--- config.mk ---
export PLATFORM = sky130hd
export DESIGN_NAME = complex_result_buffer
export DESIGN_NICKNAME = d
export VERILOG_FILES = /design/src/rtl/cplx_pkg.sv /design/src/rtl/cplx_fifo.sv /design/src/rtl/complex_result_buffer.sv
export SDC_FILE = /design/constraint.sdc
export NUM_CORES = 1
export LEC_CHECK = 0
export CAP_MARGIN = 30
export CORE_ASPECT_RATIO = 1.5
export CORE_MARGIN = 2
export CORE_UTILIZATION = 30
export DETAILED_ROUTE_END_ITERATION = 6
export PLACE_DENSITY_LB_ADDON = 0.05
export SLEW_MARGIN = 5
export SYNTH_ARGS = -nofsm -noshare
export SYNTH_HDL_FRONTEND = slang
export SYNTH_SLANG_ARGS = --single-unit
--- constraint.sdc ---
create_clock -name clk -period 16.15 [get_ports clk]
set_input_delay 3.23 -clock clk [delete_from_list [all_inputs] [get_ports clk]]
set_output_delay 3.23 -clock clk [all_outputs]
set_load 0.01 [all_outputs]
--- src/rtl/cplx_pkg.sv ---
// Shared types and constants for the complex multiplier datapath.
package cplx_pkg;

    // Issue-to-result depth of complex_multiplier (multiplier + adder stages).
    localparam int unsigned CPLX_MUL_LATENCY = 6;
    localparam int unsigned FP_W             = 32;

    // One complex sample: IEEE-754 single real and imaginary parts.
    typedef struct packed {
        logic [FP_W-1:0] re;
        logic [FP_W-1:0] im;
    } cplx_t;

endpackage

--- src/rtl/cplx_fifo.sv ---
// First-word-fall-through FIFO of complex samples with occupancy count.
module cplx_fifo
    import cplx_pkg::*;
#(
    parameter int unsigned DEPTH = 8,
    parameter int unsigned AW    = $clog2(DEPTH)
) (
    input  logic          clk_i,
    input  logic          rst_ni,
    input  logic          wr_en_i,
    input  cplx_t         wr_data_i,
    input  logic          rd_en_i,
    output cplx_t         rd_data_o,
    output logic [AW:0]   count_o,
    output logic          full_o,
    output logic          empty_o
);

    cplx_t       mem_q [DEPTH];
    logic [AW-1:0] wr_ptr_q, wr_ptr_d;
    logic [AW-1:0] rd_ptr_q, rd_ptr_d;
    logic [AW:0]   count_q, count_d;
    logic          do_wr, do_rd;

    assign full_o  = (count_q == (AW+1)'(DEPTH));
    assign empty_o = (count_q == '0);
    assign count_o = count_q;

    // Gate the head with empty so the output reads zero when nothing is stored.
    assign rd_data_o = empty_o ? '0 : mem_q[rd_ptr_q];

    // Next-state for pointers and count; a write to a full FIFO only lands if a pop frees the slot.
    always_comb begin
        do_rd    = rd_en_i && !empty_o;
        do_wr    = wr_en_i && (!full_o || do_rd);
        wr_ptr_d = wr_ptr_q;
        rd_ptr_d = rd_ptr_q;
        count_d  = count_q;
        if (do_wr) wr_ptr_d = wr_ptr_q + AW'(1);
        if (do_rd) rd_ptr_d = rd_ptr_q + AW'(1);
        if (do_wr && !do_rd) begin
            count_d = count_q + (AW+1)'(1);
        end else if (do_rd && !do_wr) begin
            count_d = count_q - (AW+1)'(1);
        end
    end

    // Pointer and count registers with synchronous active-low reset.
    always_ff @(posedge clk_i) begin
        if (!rst_ni) begin
            wr_ptr_q <= '0;
            rd_ptr_q <= '0;
            count_q  <= '0;
        end else begin
            wr_ptr_q <= wr_ptr_d;
            rd_ptr_q <= rd_ptr_d;
            count_q  <= count_d;
        end
    end

    // Storage array; contents need no reset because the head is gated by empty.
    always_ff @(posedge clk_i) begin
        if (do_wr) mem_q[wr_ptr_q] <= wr_data_i;
    end

endmodule

--- src/rtl/complex_result_buffer.sv ---
// Captures complex_multiplier results into a ready/valid FIFO, with credit-based issue throttling.
module complex_result_buffer
    import cplx_pkg::*;
#(
    parameter int unsigned LATENCY = CPLX_MUL_LATENCY,
    parameter int unsigned DEPTH   = 8,
    parameter int unsigned AW      = $clog2(DEPTH)
) (
    input  logic            clk,
    input  logic            rst,
    input  logic            issue_valid,
    output logic            issue_ready,
    input  logic [FP_W-1:0] res_real,
    input  logic [FP_W-1:0] res_imag,
    output logic            out_valid,
    input  logic            out_ready,
    output logic [FP_W-1:0] out_real,
    output logic [FP_W-1:0] out_imag,
    output logic [AW:0]     occupancy,
    output logic            err_ovf
);

    logic [LATENCY-1:0] vline_q, vline_d;
    logic [AW:0]        reserved_q, reserved_d;
    logic               err_ovf_q, err_ovf_d;
    logic               accept, pop, wr_en;
    logic               fifo_full, fifo_empty;
    cplx_t              head;

    // Credits cover both stored and in-flight results, so a landing result always has a slot.
    assign issue_ready = (reserved_q < (AW+1)'(DEPTH));
    assign accept      = issue_valid && issue_ready;
    assign out_valid   = !fifo_empty;
    assign pop         = out_valid && out_ready;
    assign wr_en       = vline_q[LATENCY-1];
    assign out_real    = head.re;
    assign out_imag    = head.im;
    assign err_ovf     = err_ovf_q;

    // Next-state for the valid line, the credit counter and the sticky overflow flag.
    always_comb begin
        // Truncating the concatenation shifts in the accept bit and also covers LATENCY == 1.
        vline_d    = LATENCY'({vline_q, accept});
        reserved_d = reserved_q;
        case ({accept, pop})
            2'b10:   reserved_d = reserved_q + (AW+1)'(1);
            2'b01:   reserved_d = reserved_q - (AW+1)'(1);
            default: reserved_d = reserved_q;
        endcase
        err_ovf_d = err_ovf_q || (wr_en && fifo_full && !pop);
    end

    // State registers with synchronous active-low reset; clearing vline discards in-flight results.
    always_ff @(posedge clk) begin
        if (!rst) begin
            vline_q    <= '0;
            reserved_q <= '0;
            err_ovf_q  <= 1'b0;
        end else begin
            vline_q    <= vline_d;
            reserved_q <= reserved_d;
            err_ovf_q  <= err_ovf_d;
        end
    end

    cplx_fifo #(
        .DEPTH (DEPTH),
        .AW    (AW)
    ) u_fifo (
        .clk_i     (clk),
        .rst_ni    (rst),
        .wr_en_i   (wr_en),
        .wr_data_i ({res_real, res_imag}),
        .rd_en_i   (pop),
        .rd_data_o (head),
        .count_o   (occupancy),
        .full_o    (fifo_full),
        .empty_o   (fifo_empty)
    );

endmodule

; Yosys cells after proc, flatten, opt, wreduce, memory -nomap -nowiden
; Memories as Yosys holds them, arrays and structs flattened. A register that Yosys moved wholly into a read port is not among the register bits.
; Cells that the tools add are included.
[op_classes]
reduce_logical = 18
eq_ne = 3
n_addsub = 6
order_cmp = 1
mux = 8
[op_table]
columns = cell, count
row1 = 64-bit two-way mux, 1
row2 = "4-bit by 1-bit adder with 4-bit output, second input constant", 2
row3 = 1-bit logical AND, 8
row4 = 4-bit two-way mux, 2
row5 = 4-bit one-hot mux with 2 select lines, 1
row6 = "4-bit by 1-bit subtractor with 4-bit output, second input constant", 2
row7 = "3-bit by 1-bit adder with 3-bit output, second input constant", 2
row8 = 3-bit two-way mux, 2
row9 = 1-bit logical NOT, 5
row10 = "4-bit equality test, second input constant", 1
row11 = 4-bit logical NOT, 1
row12 = "4-bit < comparator, second input constant", 1
row13 = 2-bit nonzero test, 2
row14 = "2-bit by 1-bit equality test with 1-bit output, second input constant", 1
row15 = "2-bit equality test, second input constant", 1
row16 = 1-bit logical OR, 2
row17 = 1-bit two-way mux, 2
[totals]
ramBits = 512
ff_bits = 21
n_memories = 1
input_bits = 68
output_inout_bits = 71
word_cells = 43
[mem_list]
columns = memory, words, width, rd, rd_ports_with_merged_regs, write_ports, line_no
row1 = u_fifo.mem_q, 8, 64, 1, 1, 1, cplx_fifo.sv:19  ; cplx_t mem_q [DEPTH];

; Depth between registers and ports, before layout
[logic_depth]
depth_word = 10
depth_mapped = 11
depth_no_buf = 11

; By module
; Synthesis repeated with hierarchy kept, for this count alone.
[unflattened]
hier_cells = 930
area_unflattened_um2 = 20499.7
[modules_own_cells]
columns = module, n_inst, cells_each, area_each_um2, seq_area_each_um2
row1 = cplx_fifo, 1, 882, 20033.0, 15635.0
row2 = complex_result_buffer, 1, 48, 466.7, 220.2

; Worst setup path before layout
; No wires, ideal clock.
[synth_path]
path_kind = input to register
startpoint = input out_ready
endpoint = memory u_fifo.mem_q[0][0] in the netlist's numbering (enable)
n_path_buf = 0
path_slack_ns = 7.554
required_ns = 15.585
arrival_time_ns = 8.031
cell_stages = 4
path_cell_list = nand2b_1 o21a_1 nand2b_1 nor3_1
[synth_between]
elab_chain_len = 6
[synth_rtl]
columns = item, line_no
row1 = start: declaration, complex_result_buffer.sv:16  ; input logic out_ready,
row2 = 1-bit logical AND, complex_result_buffer.sv:34  ; assign pop = out_valid && out_ready;
row3 = 1-bit logical AND, cplx_fifo.sv:34  ; do_rd = rd_en_i && !empty_o;
row4 = 1-bit logical OR, cplx_fifo.sv:35  ; do_wr = wr_en_i && (!full_o || do_rd);
row5 = 1-bit logical AND, cplx_fifo.sv:35
row6 = net u_fifo.do_wr, cplx_fifo.sv:23  ; logic do_wr, do_rd;
row7 = 1-bit two-way mux, cplx_fifo.sv:63  ; if (do_wr) mem_q[wr_ptr_q] <= wr_data_i;
row8 = 1-bit two-way mux (implied by the code), cplx_fifo.sv:63
row9 = end: declaration, cplx_fifo.sv:19
; The timed path passes the listed nets, and every way through them passes these cells.

==> flow_metrics.tcl <==
set metrics [dict create \
    status "finished, final reports clean" \
    cts.path.max_buffers 3 \
    detail_route.wl_per_cell_microns 24.4 \
    holdPathEnd "vline_q[2]$_SDFF_PN0_" \
    hold_depth 1 \
    worst_clock_skew_ps 12.5 \
    finalWirelength_mm 49.6 \
    ys_dominant_reg_cell "sky130_fd_sc_hd__edfxtp_1" \
    ys_seq_area_share_pct 77.3 \
    netlist_instances 931 \
    postSynthNetCount 1009 \
    worst_pin_slew_ps 926 \
    total_switching_power_mw 0.847 \
    timing.hold.ws_ps 431 \
    drtIter0Drc 543 \
    worstPathMaxFanout 96 \
    first_global_vias 10600 \
    post_cts_hold_buffer_count 0 \
    regToRegSetupSlack_ps 13040 \
    flow.area_growth_from_synthesis_pct 20.4 \
    netlist_area_sq_mm 0.0205 \
    cp_cell_sequence "buf_12 > mux4_2 > mux2i_1 > nor2_1 > clkdlybuf4s50_1" \
    route.met3.wl_mm 2.08 \
    maxSlewViolCount 0 \
    cellPowerDensity_mw_per_mm2 137 \
    post-route-min-period_ps 6950 \
    power.sequential.fraction_pct 46.2 \
    worst_hold_startpoint "vline_q[1]$_SDFF_PN0_" \
    groute.usage.overall_pct 14.4 \
    dr.max_layer_used "met5" \
    postPlaceCellArea_sq_mm 0.0230 \
    synth_top_cell_area_share_pct 75.0 \
    synth_area_leaders "sky130_fd_sc_hd__edfxtp_1, sky130_fd_sc_hd__mux4_2, sky130_fd_sc_hd__mux2i_1, sky130_fd_sc_hd__dfxtp_1, sky130_fd_sc_hd__nor2_1" \
    rows 117 \
    critical_path.startpoint_type "register" \
    detail_route.vias_per_cell 4.65 \
    ys_ff_latch 536 \
    post-dp-hpwl_mm 25.7 \
    grt_antenna_before_repair 3 \
    ctsHtreeMaxLevel 2 \
    cp.buffers_inverters 2 \
    clock_tree_from_tritoncts "yes" \
    grt_start_max_net_pins 97 \
    clk_pin_slew_ps 60 \
    final-hold-violation-count 0 \
    power_switching_share_pct 25.1 \
    met1Wirelength_mm 20.9 \
    grt_overflow 0 \
    syn-mean-instance-area_sq_um 22.0 \
    static-leakage-power_nw 7.44 \
    timing.setup.tns_ps 0 \
    wl_met2_mm 25.6 \
    worst_ir_drop_vdd_mv 0.0665 \
    p_clk_share_pct 35.8 \
    post_cts_resize_count 0 \
    grt_first_pass_wirelength_mm 72.6 \
    internal_power_mw 2.53 \
    grt_setup_unrepaired "no" \
    num_antenna_cells 0 \
    required_ps 12920 \
    synth_most_common_cell "sky130_fd_sc_hd__edfxtp_1" \
    synth_edf_count 512 \
    dieHeight_microns 324 \
    io_pins 139 \
    post_cts_buffers 0 \
    fin_area_sq_mm 0.0247 \
    clock_latency_ps 600 \
    root_buffer "sky130_fd_sc_hd__clkbuf_16" \
    gate_family_responsible_for_the_most_delay_along_the_worst_path "buffers and inverters" \
    slowest_cell_on_crit_path "sky130_fd_sc_hd__dfxtp_4" \
    overall_via_count_from_detail_route 9453 \
    synthDistinctLibCells 34 \
    drive_above_1_share_pct 20.5 \
    share_of_synthesized_flip_flops_with_an_asynchronous_set_or_reset_pct 0 \
    r2r-end "u_fifo.mem_q[4][26]$_DFFE_PP_" \
    synth-warning-count 0 \
    remaining_drc_errors 0 \
    cp.arrival_ps 3720 \
    floorplan.die_area_sq_mm 0.0705 \
    setup_violations 0 \
    endpoint_class_of_the_critical_path "output pin" \
    commonest_cells_post_synth "sky130_fd_sc_hd__edfxtp_1, sky130_fd_sc_hd__mux4_2, sky130_fd_sc_hd__nor2_1" \
    max_clock_freq_mhz 144 \
    core_region_area_sq_mm 0.0678 \
    io_buffers 138 \
    timing.final.crit_share_pct 43.1 \
    cts.sink_count 536 \
    initial_core_util_pct 30.3 \
    crit-reg2reg-launch "u_fifo.count_o[0]$_SDFFE_PN0P_" \
    power.combinational.fraction_pct 18.0 \
    cts_buffers 55 \
    worst_slew_margin_rel_pct 38.3 \
    worst_r2r_path_depth 5 \
    crit_type "register to output pin" \
    drv_cap 0 \
    place_congestion 0.640 \
    first_pass_iters 7 \
    antenna_violating_nets_post_route 0 \
    leading_area_contributor_after_synthesis "sky130_fd_sc_hd__edfxtp_1" \
    timing.hold.worst.class "register to register" \
    final_nets 1178 \
    cp_slowest_stage_delay_ps 860 \
    chipWidth_microns 217 \
]
==> state kept, by name, summed over array words and instances (netlist names), named ones only <==
signal and cells:
err_ovf 1, reserved_q 4, u_fifo.count_o 4, u_fifo.mem_q 512
u_fifo.rd_ptr_q 3, u_fifo.wr_ptr_q 3, vline_q 6
==> cells by family (layout without fill, tap and decap cells) <==
kind of cell | Yosys count | count (layout) | share of synthesized area (%)
compound gates | 13 | 13 | 0.397
xor+xnor | 7 | 7 | 0.299
fa+ha+maj | 10 | 10 | 0.683
buf+inv | 52 | 260 | 1.39
flops | 536 | 536 | 77.3
mux | 197 | 197 | 17.4
simple gates | 116 | 116 | 2.51
==> worst max path at each step <==
stage	startpoint	endpoint	slack, ps	cells after the start
final	register	out_imag[10]	9200	5
after global routing	register	out_imag[10]	8840	5
after CTS	register	out_imag[10]	8940	5
after detailed placement	register	out_imag[10]	9620	5
after global placement	register	out_imag[10]	9650	5
after floorplan	out_ready	u_fifo.mem_q[0][0]$_DFFE_PP_	7550	4
==> metal layers <==
metal	global-route usage (%)	up-vias
li1	-	4147
met1	18.1	5044
met2	25.3	185
met3	2.66	73
met4	3.93	4
met5	0	-
==> cells in the final DEF, fill, tap and decap left out, types with 6 or more instances in the layout <==
cell,count
sky130_fd_sc_hd__nor2_1,68
sky130_fd_sc_hd__xnor2_1,6
sky130_fd_sc_hd__nor2_4,7
sky130_fd_sc_hd__inv_1,6
sky130_fd_sc_hd__nand2_1,10
sky130_fd_sc_hd__ha_1,8
sky130_fd_sc_hd__clkbuf_16,57
sky130_fd_sc_hd__nand2b_1,6
sky130_fd_sc_hd__edfxtp_1,512
sky130_fd_sc_hd__mux4_2,128
sky130_fd_sc_hd__dfxtp_1,21
sky130_fd_sc_hd__clkbuf_1,15
sky130_fd_sc_hd__and2_1,14
sky130_fd_sc_hd__buf_4,16
sky130_fd_sc_hd__clkdlybuf4s50_1,138
sky130_fd_sc_hd__clkinv_2,9
sky130_fd_sc_hd__clkinv_1,10
sky130_fd_sc_hd__mux2i_1,69
==> stage by stage <==
step | util, % | setup WS [ps] | instances | power (mW)
2_1_floorplan | - | 7550 | 931 | 1.94
3_3_place_gp | 33.9 | 9650 | 1933 | 2.23
3_5_place_dp | 33.9 | 9620 | 1934 | 2.23
4_1_cts | 36.4 | 8940 | 2030 | 3.46
5_1_grt | 36.4 | 8840 | 2031 | 3.53
6_report | 36.4 | 9200 | 2031 | 3.38
==> power by group through the flow <==
| stage | logic, mW | registers, mW | clock network (mW) |
|---|---|---|---|
| detailed placement | 0.632 | 1.59 | 0 |
| global placement | 0.633 | 1.59 | 0 |
| floorplan | 0.368 | 1.57 | 0 |
| global route | 0.666 | 1.56 | 1.30 |
| finish | 0.607 | 1.56 | 1.21 |
| CTS | 0.635 | 1.56 | 1.26 |
==> final cells by class <==
class                   instances  area [sq um]
flip-flops and latches        536         15900
clock inverters                24           191
multi-input cells             343          4430
fillers                      6245         43100
well taps                     892          1120
inverters                       7          26.3
clock buffers                  72          1480
repair buffers                157          1580
(Power assumes the default switching activity.)
